[src/rtl/key_schedule_pkg.sv]
// Shared AES-128 key-schedule types, constants and byte-level helpers.
package key_schedule_pkg;

   localparam int NUM_ROUNDS = 10;
   localparam int KEY_W      = 128;
   localparam logic [7:0] RCON_INIT = 8'h01;

   typedef logic [NUM_ROUNDS:0][KEY_W-1:0] roundkeys_t;

   typedef enum logic {
      IDLE,
      EXPAND
   } ks_state_e;

   // Forward S-box, entry 0 is the leftmost byte.
   localparam logic [0:255][7:0] SBOX_TABLE = {
      128'h637c777bf26b6fc53001672bfed7ab76,
      128'hca82c97dfa5947f0add4a2af9ca472c0,
      128'hb7fd9326363ff7cc34a5e5f171d83115,
      128'h04c723c31896059a071280e2eb27b275,
      128'h09832c1a1b6e5aa0523bd6b329e32f84,
      128'h53d100ed20fcb15b6acbbe394a4c58cf,
      128'hd0efaafb434d338545f9027f503c9fa8,
      128'h51a3408f929d38f5bcb6da2110fff3d2,
      128'hcd0c13ec5f974417c4a77e3d645d1973,
      128'h60814fdc222a908846eeb814de5e0bdb,
      128'he0323a0a4906245cc2d3ac629195e479,
      128'he7c8376d8dd54ea96c56f4ea657aae08,
      128'hba78252e1ca6b4c6e8dd741f4bbd8b8a,
      128'h703eb5664803f60e613557b986c11d9e,
      128'he1f8981169d98e949b1e87e9ce5528df,
      128'h8ca1890dbfe6426841992d0fb054bb16
   };

   function automatic logic [7:0] xtime(input logic [7:0] x);
      return {x[6:0], 1'b0} ^ (x[7] ? 8'h1b : 8'h00);
   endfunction

   function automatic logic [7:0] sbox(input logic [7:0] x);
      return SBOX_TABLE[x];
   endfunction

endpackage

[src/rtl/key_schedule_step.sv]
// Combinational single AES-128 key expansion step: next round key from the previous one.
module key_expansion_step
   import key_schedule_pkg::*;
(
   input  logic [KEY_W-1:0] Key_DI,
   input  logic [7:0]       Rcon_DI,
   output logic [KEY_W-1:0] NextKey_DO
);

   logic [31:0] w0, w1, w2, w3;
   logic [31:0] rot_word, sub_word, t_word;
   logic [31:0] n0, n1, n2, n3;

   assign {w0, w1, w2, w3} = Key_DI;

   // Byte 0 (most significant) rotates to the least significant position.
   assign rot_word = {w3[23:0], w3[31:24]};

   for (genvar b = 0; b < 4; b++) begin : g_sbox
      assign sub_word[8*b +: 8] = sbox(rot_word[8*b +: 8]);
   end

   assign t_word = sub_word ^ {Rcon_DI, 24'h000000};

   assign n0 = w0 ^ t_word;
   assign n1 = w1 ^ n0;
   assign n2 = w2 ^ n1;
   assign n3 = w3 ^ n2;

   assign NextKey_DO = {n0, n1, n2, n3};

endmodule

[src/rtl/key_schedule.sv]
// Iterative AES-128 key expansion: one round key per cycle, all eleven held in registers.
module key_schedule
   import key_schedule_pkg::*;
(
   input  logic             Clk_CI,
   input  logic             Reset_RBI,
   input  logic [KEY_W-1:0] Key_DI,
   input  logic             Start_SI,
   output logic             Busy_SO,
   output logic             Valid_SO,
   output roundkeys_t       Roundkeys_DO
);

   localparam logic [3:0] LAST_CNT = 4'(NUM_ROUNDS);

   ks_state_e        state_q, state_d;
   logic [3:0]       cnt_q, cnt_d;
   logic [7:0]       rcon_q, rcon_d;
   roundkeys_t       rk_q, rk_d;
   logic             valid_q, valid_d;
   logic [KEY_W-1:0] prev_key, next_key;

   assign prev_key = rk_q[cnt_q - 4'd1];

   key_expansion_step u_step (
      .Key_DI     (prev_key),
      .Rcon_DI    (rcon_q),
      .NextKey_DO (next_key)
   );

   always_comb begin
      state_d = state_q;
      cnt_d   = cnt_q;
      rcon_d  = rcon_q;
      rk_d    = rk_q;
      valid_d = valid_q;
      case (state_q)
         IDLE: begin
            if (Start_SI) begin
               rk_d[0] = Key_DI;
               cnt_d   = 4'd1;
               rcon_d  = RCON_INIT;
               valid_d = 1'b0;
               state_d = EXPAND;
            end
         end
         EXPAND: begin
            // Start_SI is deliberately ignored here; no request is queued.
            rk_d[cnt_q] = next_key;
            rcon_d      = xtime(rcon_q);
            cnt_d       = cnt_q + 4'd1;
            if (cnt_q == LAST_CNT) begin
               state_d = IDLE;
               valid_d = 1'b1;
            end
         end
         default: state_d = IDLE;
      endcase
   end

   always_ff @(posedge Clk_CI) begin
      if (!Reset_RBI) begin
         state_q <= IDLE;
         cnt_q   <= '0;
         rcon_q  <= RCON_INIT;
         rk_q    <= '0;
         valid_q <= 1'b0;
      end else begin
         state_q <= state_d;
         cnt_q   <= cnt_d;
         rcon_q  <= rcon_d;
         rk_q    <= rk_d;
         valid_q <= valid_d;
      end
   end

   assign Busy_SO      = (state_q == EXPAND);
   assign Valid_SO     = valid_q;
   assign Roundkeys_DO = rk_q;

endmodule

[config.mk]
export PLATFORM = sky130hd
export DESIGN_NAME = key_schedule
export DESIGN_NICKNAME = d
export VERILOG_FILES = /design/src/rtl/key_schedule_pkg.sv /design/src/rtl/key_schedule_step.sv /design/src/rtl/key_schedule.sv
export SDC_FILE = /design/constraint.sdc
export NUM_CORES = 2
export LEC_CHECK = 0
export BUFFER_PORTS_ARGS = -buffer_cell sky130_fd_sc_hd__buf_4
export CAP_MARGIN = 0
export CORE_AREA = 3 3 607 609
export DETAILED_ROUTE_END_ITERATION = 8
export DIE_AREA = 0 0 610 612
export PLACE_DENSITY = 0.45
export SLEW_MARGIN = 20
export SYNTH_ARGS = -nofsm -noshare
export SYNTH_HDL_FRONTEND = slang
export SYNTH_SLANG_ARGS = --single-unit
export TNS_END_PERCENT = 10
[constraint.sdc]
create_clock -name Clk_CI -period 9.6 [get_ports Clk_CI]
set_input_delay 0.48 -clock Clk_CI [delete_from_list [all_inputs] [get_ports Clk_CI]]
set_output_delay 0.48 -clock Clk_CI [all_outputs]
set_load 0.005 [all_outputs]
[Yosys cells after proc, flatten, opt, wreduce, memory -nomap -nowiden]
Memory sizes are Yosys's and may differ from the RTL's.
Cells that the tools add are included.
Operators by class
  add/sub/neg operators: 2
  magnitude comparators: 7
  eq/ne operators: 3
  multiplexer cells: 26
  bitwise gates (word level): 11
  reductions and logical operators: 2
Operator list (count)
  $bwmux 1408: 1
  $bmux 128 s4: 1
  $demux 128 s4: 1
  $mux 128: 3
  $pmux 128 s2: 1
  $xor 32x32->32: 5
  $mux 8: 9
  $ge 9x9->1 const B: 4
  $not 8->9: 4
  $pmux 8 s2: 1
  $lt 4x5->1 const B: 2
  $pmux 4 s2: 1
  $xor 8x5->8: 1
  $mux 5: 1
  $add 4x1->4 const B: 1
  $eq 4x4->1 const B: 1
  $ge 4x1->1 const B: 1
  $mux 1: 4
  $mux 4: 1
  $pmux 1 s2: 2
  $sub 4x1->4 const B: 1
  $ne 2x1->1 const B: 1
  $ne 2x2->1 const B: 1
  $reduce_and 2->1: 1
  other kinds (2): 2
Storage, ports and cells
  flip-flop bits (word level): 1422
  memory bits (read-only): 8192
  input port bits: 131
  memories: 4
Memory list
  (name not given): words 256, bits a word 8, read ports 1, clocked after memory_dff 0, write ports 0, RTL line key_schedule_pkg.sv:40  | return SBOX_TABLE[x];
  (name not given): words 256, bits a word 8, read ports 1, clocked after memory_dff 0, write ports 0, RTL line key_schedule_pkg.sv:40
  (name not given): words 256, bits a word 8, read ports 1, clocked after memory_dff 0, write ports 0, RTL line key_schedule_pkg.sv:40
  (name not given): words 256, bits a word 8, read ports 1, clocked after memory_dff 0, write ports 0, RTL line key_schedule_pkg.sv:40

[Longest topological paths before layout]
  word-level depth: 14
  depth in mapped cells: 40
  depth with buffers taken out: 19

[By module]
From an unflattened synthesis, not the netlist that was laid out.
Second synthesis, totals
  cells, all modules: 9478
  area, all modules: 79700.2 µm²
Modules (own cells, without submodules)
  key_schedule: instances 1, cells an instance 7139, area each 63418.3 µm², seq. area each 28467.3 µm²
  key_expansion_step: instances 1, cells an instance 2339, area each 16281.9 µm², seq. area each 0.0 µm²

[Worst setup path after synthesis]
No wires, ideal clock.
  path kind: reg2reg
  start point: reg cnt_q[0]
  end point: reg rk_q (netlist bit Roundkeys_DO[515])
  data arrival time: 7665 ps
  required time: 9530 ps
  path slack: 1865 ps
  stages on the path, launching flop included: 37
  path through: dfxtp_1 buf_4 buf_6 inv_2 buf_4 buf_4 buf_2 buf_2 buf_4 buf_2 buf_2 buf_2 buf_2 buf_2 ha_1 clkbuf_4 mux2i_1 a311oi_1 and4_1 or2_1 clkbuf_1 clkbuf_1 buf_2 clkbuf_1 ha_1 clkbuf_1 a211oi_1 a211oi_1 a311oi_1 a311oi_1 a211o_1 or4_1 buf_2 xnor3_1 xnor2_2 nand2_1 a21oi_1
Between the ends
  longest elaborated chain between the ends: 13
  elaborated cells between the ends (all ways): 18
Ends and longest elaborated chain
  from (decl): RTL line key_schedule.sv:17  | logic [3:0] cnt_q, cnt_d;
  from (signal assigned): RTL line key_schedule.sv:70  | cnt_q <= cnt_d;
  $sub 4x1->4: RTL line key_schedule.sv:23  | assign prev_key = rk_q[cnt_q - 4'd1];
  $bmux 128 s4: RTL line key_schedule.sv:23
  $mux 128 (implied by the code): RTL line key_schedule.sv:23
  $not 8->9 (implied by the code): RTL line key_schedule_pkg.sv:40
  $mem_v2 256x8
  $mux 8 (implied by the code) (2 in a row): RTL line key_schedule_pkg.sv:40
  $xor 32x32->32: RTL line key_schedule_step.sv:23  | assign t_word = sub_word ^ {Rcon_DI, 24'h000000};
  $xor 32x32->32: RTL line key_schedule_step.sv:25  | assign n0 = w0 ^ t_word;
  $xor 32x32->32: RTL line key_schedule_step.sv:26  | assign n1 = w1 ^ n0;
  $xor 32x32->32: RTL line key_schedule_step.sv:27  | assign n2 = w2 ^ n1;
  $xor 32x32->32: RTL line key_schedule_step.sv:28  | assign n3 = w3 ^ n2;
  $bwmux 1408 *: RTL line key_schedule.sv:49  | rk_d[cnt_q] = next_key;
  to (signal assigned): RTL line key_schedule.sv:72  | rk_q <= rk_d;
  to (decl): RTL line key_schedule.sv:19  | roundkeys_t rk_q, rk_d;
Mark *: on every way between the ends. The rest lies on a longest branch, timed or not. The select of a mux whose other input is x is not followed.
A chain may end at the register's enable or synchronous reset.

[Worst setup path in the final report]
  start point: reg cnt_q[1]
  end point: reg rk_q (netlist bit Roundkeys_DO[1033])
The elaborated chain is that of the path after synthesis.

==> results.tsv <==
metric	value	unit
crit_fanout	46	
multiInputGateArea	47200	um^2
dieArea	373000	um^2
netlist.area_leader.share	0.354	
synth_edf_count	0	
detail_route.wl_per_cell	39.3	um
drive_gt1_frac	0.254	
clock-skew-final	0.0705	ns
hold_path_class	primary input to flip-flop	
grt_pass1_wl	819000	um
setup_tns	0	ns
synth_area_leader_cell	dfxtp_1	
synth_cells	9795	
drt-total-wl	623000	um
finish.utilization	0.287	
grt_max_degree	161	
start_kind	flip-flop	
period_share	0.928	
gr-total-overflow	0	
synth_area_leaders	dfxtp_1, a21oi_1, mux4_2	
rsz0062_at_grt	false	
h-tree-depth	4	
antenna_left	0	
antenna_found_initial	63	
dp_hpwl	461000	um
cts_tree	done	
ir_drop	0.000137	V
dp.cells	15400	
grt_pass1_vias	83600	
root_buffer	clkbuf_16	
async_reset_ff_frac	0	
nets	11100	
synth_ff_type	dfxtp_1	
critPathRequiredTime	10.33	ns
cp-end-kind	flip-flop	
drc	0	
tightest_slew	1.30	ns
io_pins	1541	
clk_path_buf_depth	4	
syn_area	80300	um^2
hold_viol	0	
clock-sinks	1422	
fp-row-count	221	
status	completed	
start_util	0.221	
p_leak	38.6	nW
die_h	612	um
clkTransAtPathRegs	0.07	ns
via_per_inst	5.75	
clock_latency	0.91	ns
gp_congestion	1.05	
slew_headroom	0.128	
cts_made_buffers	182	
fp.dieW	610	um
synth_fp_nets	9986	
avgSynthCellArea	8.20	um^2
synth_cell_types	135	
finalMaxSlewViolations	0	
worstPathArrival	9.63	ns
cap_violations	0	
synth-seq-cells	1422	
grt_usage	0.317	
power.density	193	nW/um^2
final-seq-area	28500	um^2
vias	91200	
r2r_slack	0.70	ns
core_area	363000	um^2
drtIter0Drc	12800	
io_buffers	1540	
num-fill-cells	39200	
max_freq	0.112	GHz
cts_resized	0	
fin_cells	15900	
finalSetupViolCount	0	
period_minus_slack	8.90	ns
post_cts_buffers	0	
worst-setup-path-type	flip-flop to flip-flop	
dr.pass1.iters	7	
syn_to_final_growth	29.5	%
ys_seq_area_frac	0.354	
yosysWarnings	0	
==> area by class of cell <==
type | instances | share of cell area
Tap cell | 4794 | 0.0577
Clock inverter | 68 | 0.00789
Antenna cell | 33 | 0.000794
Clock buffer | 254 | 0.0507
Inverter | 60 | 0.00239
Multi-Input combinational cell | 7174 | 0.454
Sequential cell | 1422 | 0.274
Timing Repair Buffer | 2055 | 0.153
==> synthesized netlist by cell type, types with 62 or more instances <==
cell type / n
clkbuf_1: 644
a21oi_1: 1038
dfxtp_1: 1422
a31oi_1: 107
buf_4: 124
mux2i_1: 208
o21ai_1: 74
o21ai_0: 875
a211oi_1: 463
nand2_1: 1254
buf_1: 79
o211ai_1: 134
a311oi_1: 64
nor2_1: 711
buf_2: 243
a311o_1: 69
xnor2_1: 125
nor3_1: 124
nand3_1: 447
mux4_2: 226
a221oi_1: 62
==> timing repair <==
item                                    CTS  global route
endpoints found under the setup margin    0             0
hold endpoints to repair                 98             0
hold buffers                             98             0
==> per-layer routing <==
layer  global-route usage  wire length (um)  up-vias
met5                    0               160        -
met1                0.396            246000    45700
met4                0.188             45300       22
met3                0.102             67000     1235
met2                0.473            265000     5897
li1                     -                 -    38300
==> worst max-delay path, cell delays in order (launching register included) <==
cell	delay, ns
dfxtp_1	0.58
inv_1	0.18
ha_4	0.96
buf_4	0.37
mux4_2	0.35
mux2i_1	0.20
o22ai_2	0.12
buf_4	0.26
ha_1	0.64
buf_4	0.32
nand3_1	0.11
o22ai_1	0.99
buf_4	0.32
o21ai_0	0.09
o311a_1	0.18
a311o_1	0.30
a2111oi_0	0.88
a41o_1	0.54
xor2_1	0.28
xnor2_2	0.13
buf_4	0.28
xnor2_2	0.14
buf_4	0.30
a21oi_1	0.13
==> through the flow <==
stage	instance area [um^2]	hold WS, ns	power [mW]	setup slack [ns]
floorplan	80300	0.450	9.47	1.87
global placement	96700	0.448	12.7	1.13
detailed placement	96800	0.453	12.7	0.966
CTS	104000	0.000993	20.0	0.920
global route	104000	0.0142	20.5	0.707
finish	104000	0.0564	20.1	0.696
==> layout by cell type (no fill, tap or decap), types with 103 or more instances in the layout <==
cell type	instances
nand2_1	1234
nor2_1	709
dfxtp_1	1420
buf_4	1939
a21oi_1	1036
a31oi_1	103
a211oi_1	460
mux4_2	226
o21ai_0	858
nor3_1	124
clkbuf_16	184
mux2i_1	208
o211ai_1	134
nand3_1	446
==> report_power, final <==
group | internal [mW] | leakage [nW] | switching (mW)
Combinational | 1.74 | 24.1 | 4.82
Clock | 4.19 | 3.02 | 3.10
Sequential | 6.03 | 11.5 | 0.195
==> path summary, 6_finish.rpt <==
kind	start	to	cells after the start
setup / recovery	cnt_q[1]$_SDFFE_PN0P_	Roundkeys_DO[1033]$_SDFFE_PN0P_	23
hold / removal	Key_DI[21]	Roundkeys_DO[21]$_SDFFE_PN0P_	3
setup reg to reg	cnt_q[1]$_SDFFE_PN0P_	Roundkeys_DO[1033]$_SDFFE_PN0P_	23
hold reg to reg	Roundkeys_DO[1088]$_SDFFE_PN0P_	Roundkeys_DO[1088]$_SDFFE_PN0P_	2
==> state kept, by name (all words and copies together) (netlist names) <==
name          count
Roundkeys_DO   1408
Valid_SO          1
cnt_q             4
Busy_SO           1
rcon_q            8
==> cells by family after synthesis <==
family	synth area share
and+or+nand+nor	0.159
DFF	0.354
buffers and inverters	0.0702
muxes	0.0934
xor gates and xnor gates	0.0298
adders and majority gates	0.00935
AOI/OAI and AO/OA	0.284
Power figures use the tool's default switching activity.
